<file path="src/rtl/tlul_host_arb.sv">
// Round-robin arbiter sharing one in-order TL-UL device port between NumHosts hosts.
// A-channel grants are tracked in an ID FIFO so D-channel responses route back to
// the host that issued the oldest outstanding request.
// Optional build macro: TLUL_HOST_ARB_STATS_EN adds per-host saturating grant counters.

package tlul_pkg;

    localparam logic [2:0] PutFullData    = 3'h0;
    localparam logic [2:0] PutPartialData = 3'h1;
    localparam logic [2:0] Get            = 3'h4;
    localparam logic [2:0] AccessAck      = 3'h0;
    localparam logic [2:0] AccessAckData  = 3'h1;

    typedef struct packed {
        logic        a_valid;
        logic [2:0]  a_opcode;
        logic [2:0]  a_param;
        logic [1:0]  a_size;
        logic [7:0]  a_source;
        logic [31:0] a_address;
        logic [3:0]  a_mask;
        logic [31:0] a_data;
        logic        d_ready;
    } tl_h2d_t;

    typedef struct packed {
        logic        d_valid;
        logic [2:0]  d_opcode;
        logic [2:0]  d_param;
        logic [1:0]  d_size;
        logic [7:0]  d_source;
        logic        d_sink;
        logic [31:0] d_data;
        logic        d_error;
        logic        a_ready;
    } tl_d2h_t;

endpackage

module tlul_host_arb #(
    parameter int  NumHosts       = 3,
    parameter int  MaxOutstanding = 4,
    localparam int IdxW = (NumHosts > 1) ? $clog2(NumHosts) : 1,
    localparam int CntW = ((MaxOutstanding + 1) > 1) ? $clog2(MaxOutstanding + 1) : 1
) (
    input  logic                              clk_i,
    input  logic                              rst_i,
    input  tlul_pkg::tl_h2d_t [NumHosts-1:0]  tl_h_i,
    output tlul_pkg::tl_d2h_t [NumHosts-1:0]  tl_h_o,
    output tlul_pkg::tl_h2d_t                 tl_d_o,
    input  tlul_pkg::tl_d2h_t                 tl_d_i,
    output logic [CntW-1:0]                   outstanding_o,
    output logic [NumHosts-1:0]               gnt_o,
    output logic                              err_o
`ifdef TLUL_HOST_ARB_STATS_EN
    ,
    output logic [16*NumHosts-1:0]            grant_cnt_o
`endif
);

    localparam int PtrW = (MaxOutstanding > 1) ? $clog2(MaxOutstanding) : 1;

    logic [IdxW-1:0] rr_q, rr_d;
    logic            lock_q, lock_d;
    logic [IdxW-1:0] lock_idx_q, lock_idx_d;
    logic [IdxW-1:0] fifo_q [MaxOutstanding];
    logic [IdxW-1:0] fifo_d [MaxOutstanding];
    logic [PtrW-1:0] wptr_q, wptr_d, rptr_q, rptr_d;
    logic [CntW-1:0] cnt_q, cnt_d;
    logic            err_q, err_d;

    logic [IdxW-1:0] win_idx, cand, head_idx;
    logic            win_valid;
    logic            fifo_full, fifo_empty;
    logic            a_hs, d_hs, push, pop, drop;

    function automatic logic [PtrW-1:0] ptr_inc(input logic [PtrW-1:0] p);
        return (p == PtrW'(MaxOutstanding - 1)) ? '0 : p + 1'b1;
    endfunction

    assign fifo_full  = (cnt_q == CntW'(MaxOutstanding));
    assign fifo_empty = (cnt_q == '0);
    assign head_idx   = fifo_q[rptr_q];
    assign win_valid  = tl_h_i[win_idx].a_valid;

    // Winner select: a locked host keeps the grant, otherwise first valid from the RR pointer.
    always_comb begin
        win_idx = rr_q;
        cand    = '0;
        if (lock_q) begin
            win_idx = lock_idx_q;
        end else begin
            // Walk offsets high to low so the smallest offset from rr_q is the last to land.
            for (int k = NumHosts - 1; k >= 0; k--) begin
                cand = IdxW'((int'(rr_q) + k) % NumHosts);
                if (tl_h_i[cand].a_valid) win_idx = cand;
            end
        end
    end

    // Device-side request mux and response ready; an empty FIFO sinks stray responses.
    always_comb begin
        tl_d_o         = tl_h_i[win_idx];
        tl_d_o.a_valid = win_valid & ~fifo_full & ~rst_i;
        tl_d_o.d_ready = ~rst_i & (fifo_empty | tl_h_i[head_idx].d_ready);
    end

    assign a_hs = tl_d_o.a_valid & tl_d_i.a_ready;
    assign d_hs = tl_d_i.d_valid & tl_d_o.d_ready;
    assign push = a_hs;
    assign pop  = d_hs & ~fifo_empty;
    assign drop = d_hs & fifo_empty;

    // Host-side fan-out: D fields broadcast, valid/ready qualified per host.
    always_comb begin
        gnt_o = '0;
        for (int i = 0; i < NumHosts; i++) begin
            tl_h_o[i]         = tl_d_i;
            tl_h_o[i].d_valid = ~rst_i & ~fifo_empty & (head_idx == IdxW'(i)) & tl_d_i.d_valid;
            tl_h_o[i].a_ready = ~rst_i & (win_idx == IdxW'(i)) & tl_d_i.a_ready & ~fifo_full;
            gnt_o[i]          = ~rst_i & win_valid & (win_idx == IdxW'(i));
        end
    end

    // Next-state for pointer, lock, ID FIFO, occupancy and error flag.
    always_comb begin
        rr_d       = rr_q;
        lock_d     = win_valid & ~a_hs;
        lock_idx_d = win_idx;
        fifo_d     = fifo_q;
        wptr_d     = wptr_q;
        rptr_d     = rptr_q;
        cnt_d      = cnt_q;
        err_d      = err_q | drop;
        if (a_hs) begin
            rr_d = (win_idx == IdxW'(NumHosts - 1)) ? '0 : win_idx + 1'b1;
        end
        if (push) begin
            fifo_d[wptr_q] = win_idx;
            wptr_d         = ptr_inc(wptr_q);
        end
        if (pop) begin
            rptr_d = ptr_inc(rptr_q);
        end
        case ({push, pop})
            2'b10:   cnt_d = cnt_q + CntW'(1);
            2'b01:   cnt_d = cnt_q - CntW'(1);
            default: cnt_d = cnt_q;
        endcase
    end

    // State registers; reset drops all in-flight tracking.
    always_ff @(posedge clk_i) begin
        if (rst_i) begin
            rr_q       <= '0;
            lock_q     <= 1'b0;
            lock_idx_q <= '0;
            wptr_q     <= '0;
            rptr_q     <= '0;
            cnt_q      <= '0;
            err_q      <= 1'b0;
        end else begin
            rr_q       <= rr_d;
            lock_q     <= lock_d;
            lock_idx_q <= lock_idx_d;
            fifo_q     <= fifo_d;
            wptr_q     <= wptr_d;
            rptr_q     <= rptr_d;
            cnt_q      <= cnt_d;
            err_q      <= err_d;
        end
    end

    assign outstanding_o = cnt_q;
    assign err_o         = err_q;

`ifdef TLUL_HOST_ARB_STATS_EN
    logic [NumHosts-1:0][15:0] gcnt_q, gcnt_d;

    // Per-host A-handshake counters, saturating at all-ones.
    always_comb begin
        for (int h = 0; h < NumHosts; h++) begin
            gcnt_d[h] = gcnt_q[h];
            if (a_hs && (win_idx == IdxW'(h)) && (gcnt_q[h] != 16'hFFFF)) begin
                gcnt_d[h] = gcnt_q[h] + 16'd1;
            end
        end
    end

    // Counter registers.
    always_ff @(posedge clk_i) begin
        if (rst_i) gcnt_q <= '0;
        else       gcnt_q <= gcnt_d;
    end

    assign grant_cnt_o = gcnt_q;
`endif

endmodule

</file>
<file path="config.mk">
export PLATFORM = sky130hd
export DESIGN_NAME = tlul_host_arb
export DESIGN_NICKNAME = d
export VERILOG_FILES = /design/src/rtl/tlul_host_arb.sv
export SDC_FILE = /design/constraint.sdc
export NUM_CORES = 1
export LEC_CHECK = 0
export BUFFER_PORTS_ARGS = -buffer_cell sky130_fd_sc_hd__buf_2
export CAP_MARGIN = 20
export CORE_AREA = 2 2 221 223
export DETAILED_ROUTE_END_ITERATION = 12
export DIE_AREA = 0 0 223 225
export GPL_ROUTABILITY_DRIVEN = 0
export PLACE_DENSITY_LB_ADDON = 0.05
export SLEW_MARGIN = 40
export SYNTH_ARGS = -nofsm -noshare
export SYNTH_HDL_FRONTEND = slang
export SYNTH_SLANG_ARGS = --single-unit
</file>
<file path="constraint.sdc">
create_clock -name clk_i -period 5.4 [get_ports clk_i]
set_input_delay 0.81 -clock clk_i [delete_from_list [all_inputs] [get_ports clk_i]]
set_output_delay 0.81 -clock clk_i [all_outputs]
set_load 0.01 [all_outputs]
</file>
==> impl_summary.log <==
INFO  metric final.period_utilization = just under 80%
INFO  metric area_of_the_multi_input_gates = roughly 2400 um^2
INFO  metric seq_area_frac_synth = between 10% and 20%
INFO  metric maxCapViolations = 0
INFO  metric initial_utilization = roughly 9.0%
INFO  metric cts.reportedPaths.clkPinSlew = 70 ps
INFO  metric yosys_register_bits = 21
INFO  metric p_int = about 0.0016 W
INFO  metric synthesis.area_per_instance = about 7.3 um^2
INFO  metric die_width = between 200 and 250 um
INFO  metric setup_repair_after_global_routing_missed_its_margin = no
INFO  metric netlist_area = between 4000 and 5000 um^2
INFO  metric dp_hpwl = around 19000 um
INFO  metric clk_root_buffer_cell = sky130_fd_sc_hd__clkbuf_16
INFO  metric cp.buffers_inverters = 3
INFO  metric floorplan.rows = 80
INFO  metric vdd_drop_max = 0.285 mV
INFO  metric flow.area_growth_from_synthesis = 35.0%
INFO  metric hold_viol = 0
INFO  metric final_core_util = 12.1%
INFO  metric worst_pin_slew = 600 ps
INFO  metric first_pass_grt_wire_length = ~31000 um
INFO  metric post_cts.resized_instances = 0
INFO  metric global_route.usage.total = 8.25%
INFO  metric endpoint_kind = output pin
INFO  metric seqCellArea = roughly 500 um^2
INFO  metric port_buffers = 360
INFO  metric clkPwrFrac = 4.5%
INFO  metric run_status = finished clean
INFO  metric total_cts_buffers = 3
INFO  metric final_layout_size_suffix_gt1_share = ~50%
INFO  metric cts_tree = done
INFO  metric power_per_cell_area = 646 nW/um^2
INFO  metric worst_path_max_delay_cell = sky130_fd_sc_hd__ha_1
INFO  metric worst-endpoint-required = 4590 ps
INFO  metric num-nets-final = approximately 1.1k
INFO  metric drt.antenna.violating_nets = 0
INFO  metric die_height = between 200 and 250 um
INFO  metric clock-skew-final = around 3.5 ps
INFO  metric grt_start_max_net_pins = 58
INFO  metric cts_sinks = 21
INFO  metric grt_antenna_before_repair = 2
INFO  metric setup_violations = 0
INFO  metric worstSetupStartpointType = flop
INFO  metric criticalPathCategory = flop to output pin
INFO  metric nFillCells = 5601
INFO  metric synthesis.nets = 902
INFO  metric timing.critical_path.max_delay_family = compound AO/OA/AOI/OAI gates
INFO  metric route.final.wire_length = ~23000 um
INFO  metric maxClockFrequency = 239 MHz
INFO  metric power_switching = around 0.0021 W
INFO  metric synth_top_area_share = 26.6%
INFO  metric netlist.top_cell.by_area = sky130_fd_sc_hd__buf_4
INFO  metric post_drt_via_cell_ratio = between 3 and 4
INFO  metric clock_latency = between 200 and 300 ps
INFO  metric synth_warnings = 0
INFO  metric fp.coreArea = ~48000 um^2
INFO  metric final_period_minus_worst_setup_slack = approximately 4200 ps
INFO  metric slew_headroom = ~60%
INFO  metric setup_tns = 0 ps
INFO  metric most_common_library_cells_after_synthesis = sky130_fd_sc_hd__buf_4 (151), sky130_fd_sc_hd__nand2_1 (91), sky130_fd_sc_hd__mux2i_1 (88), sky130_fd_sc_hd__o21ai_0 (49), sky130_fd_sc_hd__o21ai_1 (44)
INFO  metric portion_of_total_power_attributed_to_combinational_logic = around nine tenths
INFO  metric yosys_most_used_dff = sky130_fd_sc_hd__dfxtp_1
INFO  metric cts_hold_buf = 0
INFO  metric post_synth_num_cell_types = between 40 and 50
INFO  metric worstHoldPathType = flop to flop
INFO  metric die_area = between 50000 and 60000 um^2
INFO  metric dr_total_vias = 4497
INFO  metric cts.path.max_buffers = 2
INFO  metric boundaryPins = between 500 and 600
INFO  metric timing.critical_path.cells = inv_1, ha_1, nor2b_1, o21a_1, o21ai_1, nand3_4, buf_4, mux2i_1, o21ai_0, buf_2
INFO  metric cts-htree-levels = 1
INFO  metric post-synth-top-count-cell = sky130_fd_sc_hd__buf_4
INFO  metric initialDrtViolationCount = ~100
INFO  metric post_cts_buffers = 0
INFO  metric async_reset_ff_share = 0%
INFO  metric synth.top_cells.by_area = sky130_fd_sc_hd__buf_4 (27%), sky130_fd_sc_hd__mux2i_1 (21%), sky130_fd_sc_hd__nand2_1 (8.0%)
INFO  metric drcViolationCount = 0
INFO  metric number_of_enable_type_register_cells_in_the_synthesized_netlist = 8
INFO  metric largest_stage_delay_on_the_critical_path = ~530 ps
INFO  metric critPathMaxFanout = 25
INFO  metric post_synth_inst_count = 580
INFO  metric first_global_vias = between 4k and 5k
INFO  metric slew_violations = 0
INFO  metric power_leakage = roughly 2.9 nW
INFO  metric count_of_tritonroute_iterations_in_the_first_routing_pass = 4
INFO  metric average_wire_per_cell_in_the_routed_design = between 15 and 20 um
INFO  metric seq_power_share = under 10%
INFO  metric cp.arrival = ~3400 ps
INFO  metric overflow = 0
INFO  metric switching_share = 56.1%
-- metrics by stage --
step           hold slack (ps)  setup slack (ps)  std cells  power (W)  area, um^2
5_1_grt                    525               934       1385    0.00408        5750
2_1_floorplan              491              2050        580    0.00238        4260
4_1_cts                    474              1100       1383    0.00386        5740
3_5_place_dp               454              1200       1379    0.00368        5660
6_report                   468              1210       1385    0.00371        5750
3_3_place_gp               464              1270       1379    0.00376        5660
-- area by class of cell --
type                    count  share of cell area (%)
inverters                  12                   0.827
well taps                 615                    13.4
diodes                      2                  0.0871
repair buffers            366                    33.0
clock buffers               3                    1.31
multi-input cells         365                    42.6
clock inverters             1                  0.0871
flip-flops and latches     21                    8.71
-- metal layers --
layer | vias to the layer above | track usage (%) | part of all wire (%)
li1 | 2197 | - | -
met1 | 2013 | 7.94 | 33
met2 | 244 | 17.2 | 57
met3 | 43 | 2.26 | 7.3
met4 | 0 | 1.69 | 2.2
met5 | - | 0 | 0
-- tightest hold or removal path, delay by kind of cell, from the launching register on --
family | cells | cell delay [ps]
compound gates | 1 | 40
simple gates | 1 | 70
flops | 1 | 320
-- layout by cell type, fill, tap and decap left out, types with 4 or more instances in the layout --
master and n:
sky130_fd_sc_hd__buf_2 360, sky130_fd_sc_hd__a21oi_1 8, sky130_fd_sc_hd__mux2i_1 88, sky130_fd_sc_hd__nand2_1 91, sky130_fd_sc_hd__and2_1 5, sky130_fd_sc_hd__inv_1 11
sky130_fd_sc_hd__nor2_1 10, sky130_fd_sc_hd__o21ai_1 44, sky130_fd_sc_hd__nor3_1 5, sky130_fd_sc_hd__o21ai_0 49, sky130_fd_sc_hd__nand2b_1 4, sky130_fd_sc_hd__edfxtp_1 8
sky130_fd_sc_hd__nor2b_1 5, sky130_fd_sc_hd__ha_1 9, sky130_fd_sc_hd__nor3b_1 4, sky130_fd_sc_hd__buf_12 4, sky130_fd_sc_hd__dfxtp_1 13
-- power groups by stage --
stage	sequential (W)	combinational, W	clock, W
floorplan	0.000242	0.00214	0
CTS	0.000247	0.00344	0.000173
detailed placement	0.000250	0.00343	0
finish	0.000244	0.00330	0.000167
global route	0.000252	0.00364	0.000183
global placement	0.000252	0.00351	0
-- final timing paths --
kind              cells past startpoint               end  slack [ps]  startpoint
setup reg to reg                     16  outstanding_o[2]        1300     rr_q[0]
hold reg to reg                       2             err_o         470       err_o
setup / recovery                     10        tl_d_o[40]        1210     rr_q[0]
hold / removal                        2             err_o         470       err_o
-- flip-flops by register name, summed over array words and instances (netlist names) --
register / count
fifo_q: 8
rr_q: 2
rptr_q: 2
lock_idx_q: 2
wptr_q: 2
outstanding_o: 3
lock_q: 1
err_o: 1
-- cell families (layout without fill, tap and decap cells) --
family	count (synthesis)	in the layout	share of synthesized area, %
compound gates	115	115	15.1
xor+xnor	2	2	0.411
fa+ha+maj	10	10	3.11
buf+inv	194	382	31.2
flops	21	21	11.8
mux	90	90	21.7
other cells	0	2	0
simple gates	148	148	16.7
Power figures use the tool's default switching activity.
